==> src/rtl/fifo_uart_pkg.sv <==
// Shared types and helpers for the FIFO-fed UART transmitter.
package fifo_uart_pkg;

  localparam int DATA_BITS = 8;

  typedef enum logic [2:0] {
    IDLE,
    START,
    DATA,
    PARITY,
    STOP
  } state_t;

  // Parity bit for a data byte; odd=1 selects odd parity.
  function automatic logic parity_bit(input logic [DATA_BITS-1:0] data, input logic odd);
    return (^data) ^ odd;
  endfunction

endpackage

==> src/rtl/uart_bit_timer.sv <==
// Bit-period down-counter: bit_tick marks the last clk of each UART bit.
module uart_bit_timer #(
  parameter int CLKS_PER_BIT = 16
) (
  input  logic clk,
  input  logic reset,
  input  logic restart,
  output logic bit_tick
);

  localparam int W = $clog2(CLKS_PER_BIT);
  localparam logic [W-1:0] RELOAD = W'(CLKS_PER_BIT - 1);

  logic [W-1:0] count;

  // Auto-reloads on every tick so consecutive bits are back-to-back.
  always_ff @(posedge clk) begin
    if (reset) begin
      count <= '0;
    end else if (restart || count == '0) begin
      count <= RELOAD;
    end else begin
      count <= count - 1'b1;
    end
  end

  assign bit_tick = (count == '0);

endmodule

==> src/rtl/fifo_uart_tx.sv <==
// Pops bytes from the FIFO read port and sends each as a UART frame on tx.
module fifo_uart_tx
  import fifo_uart_pkg::*;
#(
  parameter int CLKS_PER_BIT = 16,
  parameter int PARITY_EN    = 0,
  parameter int PARITY_ODD   = 0,
  parameter int STOP_BITS    = 1
) (
  input  logic                 clk,
  input  logic                 reset,
  input  logic                 enable,
  input  logic                 fifo_empty,
  input  logic [DATA_BITS-1:0] fifo_rd_data,
  output logic                 fifo_rd,
  output logic                 tx,
  output logic                 busy,
  output logic                 frame_done
);

  localparam logic LAST_STOP_IDX = 1'(STOP_BITS - 1);
  localparam logic ODD           = (PARITY_ODD != 0);

  state_t               state, state_next;
  logic [DATA_BITS-1:0] shift, shift_next;
  logic [2:0]           bit_idx, bit_idx_next;
  logic                 stop_idx, stop_idx_next;
  logic                 tx_next;
  logic                 restart;
  logic                 bit_tick;
  logic                 last_stop;

  uart_bit_timer #(.CLKS_PER_BIT(CLKS_PER_BIT)) u_timer (
    .clk      (clk),
    .reset    (reset),
    .restart  (restart),
    .bit_tick (bit_tick)
  );

  assign last_stop  = (state == STOP) && bit_tick && (stop_idx == LAST_STOP_IDX);
  assign fifo_rd    = ((state == IDLE) || last_stop) && enable && !fifo_empty && !reset;
  assign frame_done = last_stop && !reset;
  assign busy       = (state != IDLE);

  // NOTE: every always_comb output gets a default first so no path can infer a latch.
  always_comb begin
    state_next    = state;
    shift_next    = shift;
    bit_idx_next  = bit_idx;
    stop_idx_next = stop_idx;
    restart       = 1'b0;

    case (state)
      IDLE: ;
      START: if (bit_tick) state_next = DATA;
      DATA: begin
        if (bit_tick) begin
          // Rotate rather than shift: after 8 bits the byte is intact for parity.
          shift_next   = {shift[0], shift[DATA_BITS-1:1]};
          bit_idx_next = bit_idx + 3'd1;
          if (bit_idx == 3'(DATA_BITS - 1)) state_next = (PARITY_EN != 0) ? PARITY : STOP;
        end
      end
      PARITY: if (bit_tick) state_next = STOP;
      STOP: begin
        if (bit_tick) begin
          if (stop_idx == LAST_STOP_IDX) begin
            stop_idx_next = 1'b0;
            state_next    = IDLE;
          end else begin
            stop_idx_next = stop_idx + 1'b1;
          end
        end
      end
      default: state_next = IDLE;
    endcase

    // A pop (from IDLE or the final stop cycle) always launches a fresh frame.
    if (fifo_rd) begin
      shift_next    = fifo_rd_data;
      state_next    = START;
      bit_idx_next  = 3'd0;
      stop_idx_next = 1'b0;
      restart       = 1'b1;
    end

    case (state_next)
      START:   tx_next = 1'b0;
      DATA:    tx_next = shift_next[0];
      PARITY:  tx_next = parity_bit(shift_next, ODD);
      default: tx_next = 1'b1;
    endcase
  end

  // NOTE: sequential state uses non-blocking assignments so all flops update together.
  always_ff @(posedge clk) begin
    if (reset) begin
      state    <= IDLE;
      shift    <= '0;
      bit_idx  <= 3'd0;
      stop_idx <= 1'b0;
      tx       <= 1'b1;
    end else begin
      state    <= state_next;
      shift    <= shift_next;
      bit_idx  <= bit_idx_next;
      stop_idx <= stop_idx_next;
      tx       <= tx_next;
    end
  end

endmodule

==> config.mk <==
export PLATFORM = sky130hd
export DESIGN_NAME = fifo_uart_tx
export DESIGN_NICKNAME = d
export VERILOG_FILES = /design/src/rtl/fifo_uart_pkg.sv /design/src/rtl/uart_bit_timer.sv /design/src/rtl/fifo_uart_tx.sv
export SDC_FILE = /design/constraint.sdc
export NUM_CORES = 1
export LEC_CHECK = 0
export ABC_AREA = 1
export CAP_MARGIN = 0
export CORE_MARGIN = 5
export CORE_UTILIZATION = 40
export CTS_CLUSTER_SIZE = 24
export DETAILED_ROUTE_END_ITERATION = 10
export PLACE_DENSITY = 0.62
export SYNTH_ARGS = -nofsm -noshare
export SYNTH_HDL_FRONTEND = slang
export SYNTH_SLANG_ARGS = --single-unit
==> constraint.sdc <==
create_clock -name clk -period 3.4 [get_ports clk]
set_clock_uncertainty 0.15 [all_clocks]
set_input_delay 0.51 -clock clk [delete_from_list [all_inputs] [get_ports clk]]
set_output_delay 0.51 -clock clk [all_outputs]
set_load 0.01 [all_outputs]
# Word level (Yosys, flattened, before mapping)
# Cells that the tools add are included.
dict set report classes {
  n_addsub 3
  n_eq_ne 8
  mux 15
  bitwise_logic 1
  reduce_logical 17
}
# operator n
set ops {}
lappend ops {{$mux 8} 3}
lappend ops {{$mux 3} 7}
lappend ops {{$pmux 3 s5} 1}
lappend ops {{$eq 3x2->1 const B} 4}
lappend ops {{$reduce_xor 8->1} 1}
lappend ops {{$eq 3x1->1 const B} 2}
lappend ops {{$eq 3x3->1 const B} 2}
lappend ops {{$logic_and 1x1->1} 6}
lappend ops {{$logic_not 4->1} 1}
lappend ops {{$mux 4} 1}
lappend ops {{$reduce_and 2->1} 2}
lappend ops {{$sub 4x1->4 const B} 1}
lappend ops {{$add 3x1->3 const B} 1}
lappend ops {{$logic_not 3->1} 1}
lappend ops {{$pmux 1 s3} 1}
lappend ops {{$reduce_bool 3->1} 1}
lappend ops {{$logic_not 1->1} 2}
lappend ops {{$logic_or 1x1->1} 2}
lappend ops {{$mux 1} 2}
lappend ops {{$reduce_or 2->1} 1}
lappend ops {{$add 1x1->1 const B} 1}
lappend ops {{$not 1->1} 1}
dict set report totals {
  ff_bits 20
  input_bits 12
  output_inout_bits 4
  word_cells 50
}

# Longest topological paths before layout
# Gate-level depths: netlist (run 1).
dict set report depth {
  ltp_word 10
  ltp_mapped 19
}

# Hierarchy
# A second synthesis (run 1) with hierarchy kept.
dict set report unflattened {
  cells_unflattened 233
  hier_area_um2 1395.1
}
# mod instances cells_each area_each_um2 seq_area_each_um2
set by_module_without_submodules {}
lappend by_module_without_submodules {fifo_uart_tx 1 203 1197.4 300.3}
lappend by_module_without_submodules {uart_bit_timer 1 30 197.7 80.1}

# Worst setup path after synthesis (run 1)
# Ideal clock, no wire load.
dict set report synth_timing {
  path_type {input to register}
  startpoint {input enable}
  endpoint {register tx}
  setup_ns 0.115
  arrival_time_ns 1.681
  required_ns 3.135
  setup_slack_ns 1.454
  cell_stages 12
  n_path_buf 1
  path_cell_list {inv_1 nor2_1 buf_2 nand4_1 nand2_2 nand2_1 nand2_1 nand2_1 nand2_1 nand3_1 nand3_1 nand2_1}
}
dict set report synth_via {
  elab_chain_cells 6
  word_cells_on_any_way 10
  cone_classes {eq/ne: 3; mux: 3; reduce/logical: 4}
}
# item line_no
set synth_rtl {}
lappend synth_rtl {{from (decl)} fifo_uart_tx.sv:12} ;# input logic enable,
lappend synth_rtl {{$logic_and 1x1->1 (*) (3 in a row)} fifo_uart_tx.sv:41} ;# assign fifo_rd = ((state == IDLE) || last_stop) && enable && !fifo_empty && !reset;
lappend synth_rtl {{$mux 8 or $mux 3 (tied branches)} fifo_uart_tx.sv:79} ;# if (fifo_rd) begin
lappend synth_rtl {{$reduce_xor 8->1 (tied with other cells)} fifo_uart_pkg.sv:16} ;# return (^data) ^ odd;
lappend synth_rtl {{$pmux 1 s3 (*)} fifo_uart_tx.sv:87} ;# case (state_next)
lappend synth_rtl {{to (signal assigned)} fifo_uart_tx.sv:108} ;# tx <= tx_next;
lappend synth_rtl {{to (decl)} fifo_uart_tx.sv:16} ;# output logic tx,
# Every way passes the cells marked *; elsewhere a longest branch is shown, timed or not.
# A chain may end at the register's enable or synchronous reset.

# Worst setup path after layout (run 1)
dict set report layout_timing {
  startpoint {register u_timer.count[0]}
  endpoint {output fifo_rd}
}
dict set report layout_via {
  elab_chain_cells 7
}
# item line_no
set layout_rtl {}
lappend layout_rtl {{from (decl)} uart_bit_timer.sv:14} ;# logic [W-1:0] count;
lappend layout_rtl {{from (signal assigned)} uart_bit_timer.sv:23} ;# count <= count - 1'b1;
lappend layout_rtl {{$logic_not 4->1} uart_bit_timer.sv:27} ;# assign bit_tick = (count == '0);
lappend layout_rtl {{$logic_and 1x1->1 (2 in a row)} fifo_uart_tx.sv:40} ;# assign last_stop = (state == STOP) && bit_tick && (stop_idx == LAST_STOP_IDX);
lappend layout_rtl {{$logic_or 1x1->1} fifo_uart_tx.sv:41}
lappend layout_rtl {{$logic_and 1x1->1 (3 in a row)} fifo_uart_tx.sv:41}
lappend layout_rtl {{to (decl)} fifo_uart_tx.sv:15} ;# output logic fifo_rd,
# No other way between the ends.

==> metrics, run 1 <==
final WL 2770 um; minimum clock period 3.04 ns; Layout Nets ~240; DR iter-0 viols 74; Critical Path RT 2.74 ns; number of flops mapped to enable cells by yosys 0; first-pass GRT wire length 4760 um; gr ovfl total 0; Worst Max-Slew Pin Slew 0.505 ns; initial antenna violation count 0; Max-slew headroom 66.3%; TritonCTS Buffers 3; Die Footprint 4480 um^2; hold path startpoint u_timer.count[0]$_SDFF_PP0_; Final Hold Fails 0; DP Wirelength 2030 um; r2r setup slk 1.00 ns; unrepaired setup endpoints after global routing false; status complete, no violations; FF-to-FF path depth 15; critical path class flop to output pin; H-tree levels 1; hold path depth 1; I/O pin count 16; Rows 20; synthesized flop and latch total 19; CTS tree yes; DR vias/cell 4.68; WL/cell 10.4 um; synth unique cells 29; Inserted Diodes 0; reg-to-reg startpoint u_timer.count[0]$_SDFF_PP0_; IR drop worst, VDD 0.122 mV; vias in the first global route 1132; Starting Density ~42%; DRC 0; CP endpoint kind output pin; clk root buf clkbuf_4; port bufs 15; pin count of the biggest net entering global routing 19; Setup TNS 0 ns; post-route ant nets 0; DIE WIDTH approximately 67 um; Post-Syn Area 1300 um^2; Core Area 3080 um^2; Data arrival, critical path 2.38 ns; predominant post-synthesis flop cell dfxtp_1; Min-Delay Path Class flop to flop; Final Slew Violations 0; Ys Warns 0; # clock sinks 19; Syn Inst Count 209; f_max 329 MHz; ys async rst share 0%; clock tree buffer depth 2; CP Launch Type flop; First-pass DRT Iterations 4; cts hold-fix bufs 0; Layout area overhead 14.5%; worst-skew pair later-pin latency 0.29 ns; part of the cycle the worst path needs 89.4%; Max-Cap Viols 0; syn_area_per_cell 6.21 um^2; routability congestion estimate 0.785; RR Endpoint tx$_SDFF_PP1_; Endpoint, Worst Hold u_timer.count[0]$_SDFF_PP0_; Seq/Total Area, Yosys 29.3%; clk slew on worst S/H paths around 0.11 ns; GRT Util Overall 13.7%; Resized cells post-CTS 0; syn_nets 224; CP max FO 16; share of cells above drive strength 1 10.8%; Chip Height ~67 um; setup bufs post-CTS 0; Finish-stage setup viols 0; pwr dens about 350 nW/um^2; Vias 1246; Pleak between 0.7 and 0.8 nW; Final Power 0.520 mW
[cell usage in the layout (no fill, tap or decap), types with 2 or more instances in the layout]
cell type and count:
nor2_1 13, inv_2 5, clkdlybuf4s50_1 15, nand2_1 82, o21ai_0 3, ha_1 3, clkbuf_4 3, a21oi_1 6
dfxtp_1 19, buf_4 2, xor2_1 2, nor3_1 3, nor2_2 4, nand3_1 5, o21ai_1 4, inv_1 21
nand4_1 14, nand2_2 7
[per-layer routing]
metal  vias up  global-route usage, %  wire length, um
li1        694                      -                -
met1       523                   17.6             1430
met3         0                   1.85              127
met2        29                   22.5             1210
met4         0                   6.08                0
met5         -                      0                0
[power by group]
part | switching [mW] | internal [mW]
registers | 0.0109 | 0.239
logic | 0.0927 | 0.0598
clock network | 0.0714 | 0.0456
total | 0.175 | 0.345
[critical path, stage by stage, from the launching register on]
cell	delay [ns]
dfxtp_1	0.33
inv_1	0.07
ha_1	0.20
nand2_2	0.12
a21oi_4	0.41
nand3_4	0.28
inv_1	0.13
clkdlybuf4s50_1	0.54
[cell usage after synthesis (all sizes together), types with 2 or more instances]
master / number / area (um^2)
nor2: 17 / 73.8
dfxtp: 19 / 380
nand3: 6 / 42.5
clkbuf: 2 / 7.51
xor2: 2 / 17.5
nand2: 89 / 352
buf: 6 / 51.3
o21ai: 7 / 35.0
ha: 3 / 37.5
nand4: 14 / 87.6
nor3: 3 / 15.0
inv: 26 / 97.6
a21oi: 7 / 46.3
[how the worst max path moves through the flow]
stage                                      from             to  slack (ns)  cells past startpoint
global route        u_timer.count[0]$_SDFF_PP0_        fifo_rd        0.19                      7
detailed placement                        reset        fifo_rd        0.58                      5
finish              u_timer.count[0]$_SDFF_PP0_        fifo_rd        0.36                      7
CTS                 u_timer.count[0]$_SDFF_PP0_        fifo_rd        0.35                      7
floorplan                                enable  tx$_SDFF_PP1_        1.45                     12
global placement                          reset        fifo_rd        0.59                      5
[area by class of cell]
cell class | instances | area [um^2]
fill | 327 | 1590
multi-input combinational | 155 | 757
sequential | 19 | 380
timing repair buffer | 17 | 165
inverter | 27 | 101
tap | 44 | 55.1
clock buffer | 4 | 26.3
[registers in the layout (all words and copies together), names as in the netlist]
| signal | count |
|---|---|
| shift | 8 |
| state | 3 |
| bit_idx | 3 |
| u_timer.count | 4 |
| tx | 1 |
[cells by family after synthesis]
group / share of synthesized area, %
compound gates: 9.16
simple gates: 44.9
flops: 29.3
fa+ha+maj: 2.89
xor+xnor: 1.35
buf+inv: 12.3
[per-stage QoR]
step	setup slack (ns)	hold slack, ns	std cells	utilization (%)	cell area, um^2
floorplan	1.45	0.262	209	-	1300
global placement	0.593	0.274	262	47.4	1460
detailed placement	0.584	0.278	262	47.4	1460
CTS	0.349	0.294	266	48.3	1490
global route	0.187	0.322	266	48.3	1490
finish	0.360	0.290	266	48.3	1490
Power figures use the tool's default switching activity.
==> inputs of run 2 (changes only) <==
CORE_UTILIZATION = 45   (was 40)
DONT_BUFFER_PORTS = 1   (was not set)
PLACE_DENSITY = 0.61   (was 0.62)
SLEW_MARGIN = 20   (was not set)
==> run 2 against run 1 <==
Against the previous run:
- routed wire length grew 6.4%
- global-route usage grew 1.7 points
- clock-buffer cell count is the same
- sequential power is essentially flat
- maximum frequency grew 19%
- clock power is essentially flat
- critical path depth shrank 1
- cell area shrank 12%
- die area shrank 9.5%
- via count grew 0.64%
- total power shrank 3.5%
- critical path type unchanged
==> metrics, run 2 (same netlist as run 1, synthesis figures left out) <==
part of the cycle the worst path needs 75.4%; share of cells above drive strength 1 between 10 and 15%; Worst Max-Slew Pin Slew 0.561 ns; CTS tree yes; f_max roughly 390 MHz; unrepaired setup endpoints after global routing false; minimum clock period 2.57 ns; Core Area 2760 um^2; Pleak 0.640 nW; pwr dens ~380 nW/um^2; vias in the first global route 1159; Layout Nets 222; I/O pin count 16; sw frac 34.3%; CP cell instances inv_1, ha_1, nand2_2, a21oi_4, nand3_4, inv_1; top flop regs shift x8, u_timer.count x4; Final Slew Violations 0; Chip Height 63.7 um; Max-Cap Viols 0; CP max FO 16; P_sw approximately 0.17 mW; # clock sinks 19; commonest non-fill, non-tap cell in the layout nand2_1; Seq pwr share 50.2%; DP Wirelength 2240 um; first-pass GRT wire length 5060 um; DIE WIDTH 63.7 um; Critical Path RT ~2.7 ns; WL/cell 12.4 um; DRC 0; CP Buf/Inv Count 2; H-tree levels 1; Final Power 0.502 mW; clk root buf clkbuf_4; Die Footprint 4060 um^2; Vias 1254; Data arrival, critical path about 1.9 ns; worst hold slack 0.107 ns; most used cell, CP inv_1; gr ovfl total 0; Setup TNS 0 ns; max reg flops 8; Top reg by flops shift; CP endpoint kind output pin; Top delay family on crit path compound AO/OA/AOI/OAI gates; cts hold-fix bufs 0; setup bufs post-CTS 0; Min-Delay Path Class input pin to flop; dpl ws 1.08 ns; clock tree buffer depth 2; GRT Util Overall 15.4%; CP Launch Type flop; Inserted Diodes 0; combinational cell fraction of total power roughly 26%; DR iter-0 viols 64; Layout area overhead 1.06%; FF-to-FF path depth 15; final WL roughly 3000 um; Finish-stage setup viols 0; setup ws final 0.835 ns; IR drop worst, VDD 0.206 mV; Starting Density 47.1%; worst-skew pair later-pin latency between 0.3 and 0.4 ns; Internal roughly 0.33 mW; hold path depth 1; initial antenna violation count 0; clk slew on worst S/H paths 0.12 ns; pin count of the biggest net entering global routing 19; most frequent cells in the layout nand2_1, inv_1, dfxtp_1; routability congestion estimate 0.836; TritonCTS Buffers 3; port bufs 0; First-pass DRT Iterations 4; Max-slew headroom 62.2%; Final Hold Fails 0; Rows 19; post-route ant nets 0; Critical Path Stages 6; clock share of power 24.0%; CP peak stage delay ~0.4 ns; DR vias/cell around 5.3; critical path class flop to output pin; Resized cells post-CTS 0; status complete, no violations; slowest cell on the critical path a21oi_4
[run 2: changes by cell type in the layout (fill, tap and decap cells not counted), sizes merged]
cell and change:
clkdlybuf4s50 -15, buf -1
[run 2: through the flow]
stage          std cells  cell area [um^2]  util [%]
6_report             237              1310      47.5
5_1_grt              237              1310      47.5
4_1_cts              237              1310      47.5
3_5_place_dp         233              1280      46.6
3_3_place_gp         233              1280      46.6
2_1_floorplan        209              1300         -
[run 2: final cells by class]
class / instances / area, um^2
clock buffer: 4 / 26.3
fill: 289 / 1450
tap: 31 / 38.8
timing repair buffer: 1 / 7.51
sequential: 19 / 380
inverter: 27 / 101
multi-input combinational: 155 / 757
[run 2: power by group through the flow]
stage,Clock [mW],Sequential [mW],Combinational (mW)
floorplan,0,0.254,0.114
global placement,0,0.256,0.127
detailed placement,0,0.257,0.130
CTS,0.121,0.252,0.130
global route,0.131,0.254,0.149
finish,0.120,0.252,0.130
[run 2: final timing paths]
path                                                    end                   startpoint  slack [ns]
worst min-delay path            u_timer.count[0]$_SDFF_PP0_                        reset        0.11
worst max-delay path                                fifo_rd  u_timer.count[0]$_SDFF_PP0_        0.83
worst max register to register                tx$_SDFF_PP1_  u_timer.count[0]$_SDFF_PP0_        1.06
worst min register to register  u_timer.count[0]$_SDFF_PP0_  u_timer.count[0]$_SDFF_PP0_        0.30
[run 2: routing by layer]
layer,wire (um),track usage [%],up-vias
met5,0,0,-
met1,1330,18.3,564
met2,1420,25.8,28
li1,-,-,655
met3,115,2.66,7
met4,81,8.57,0
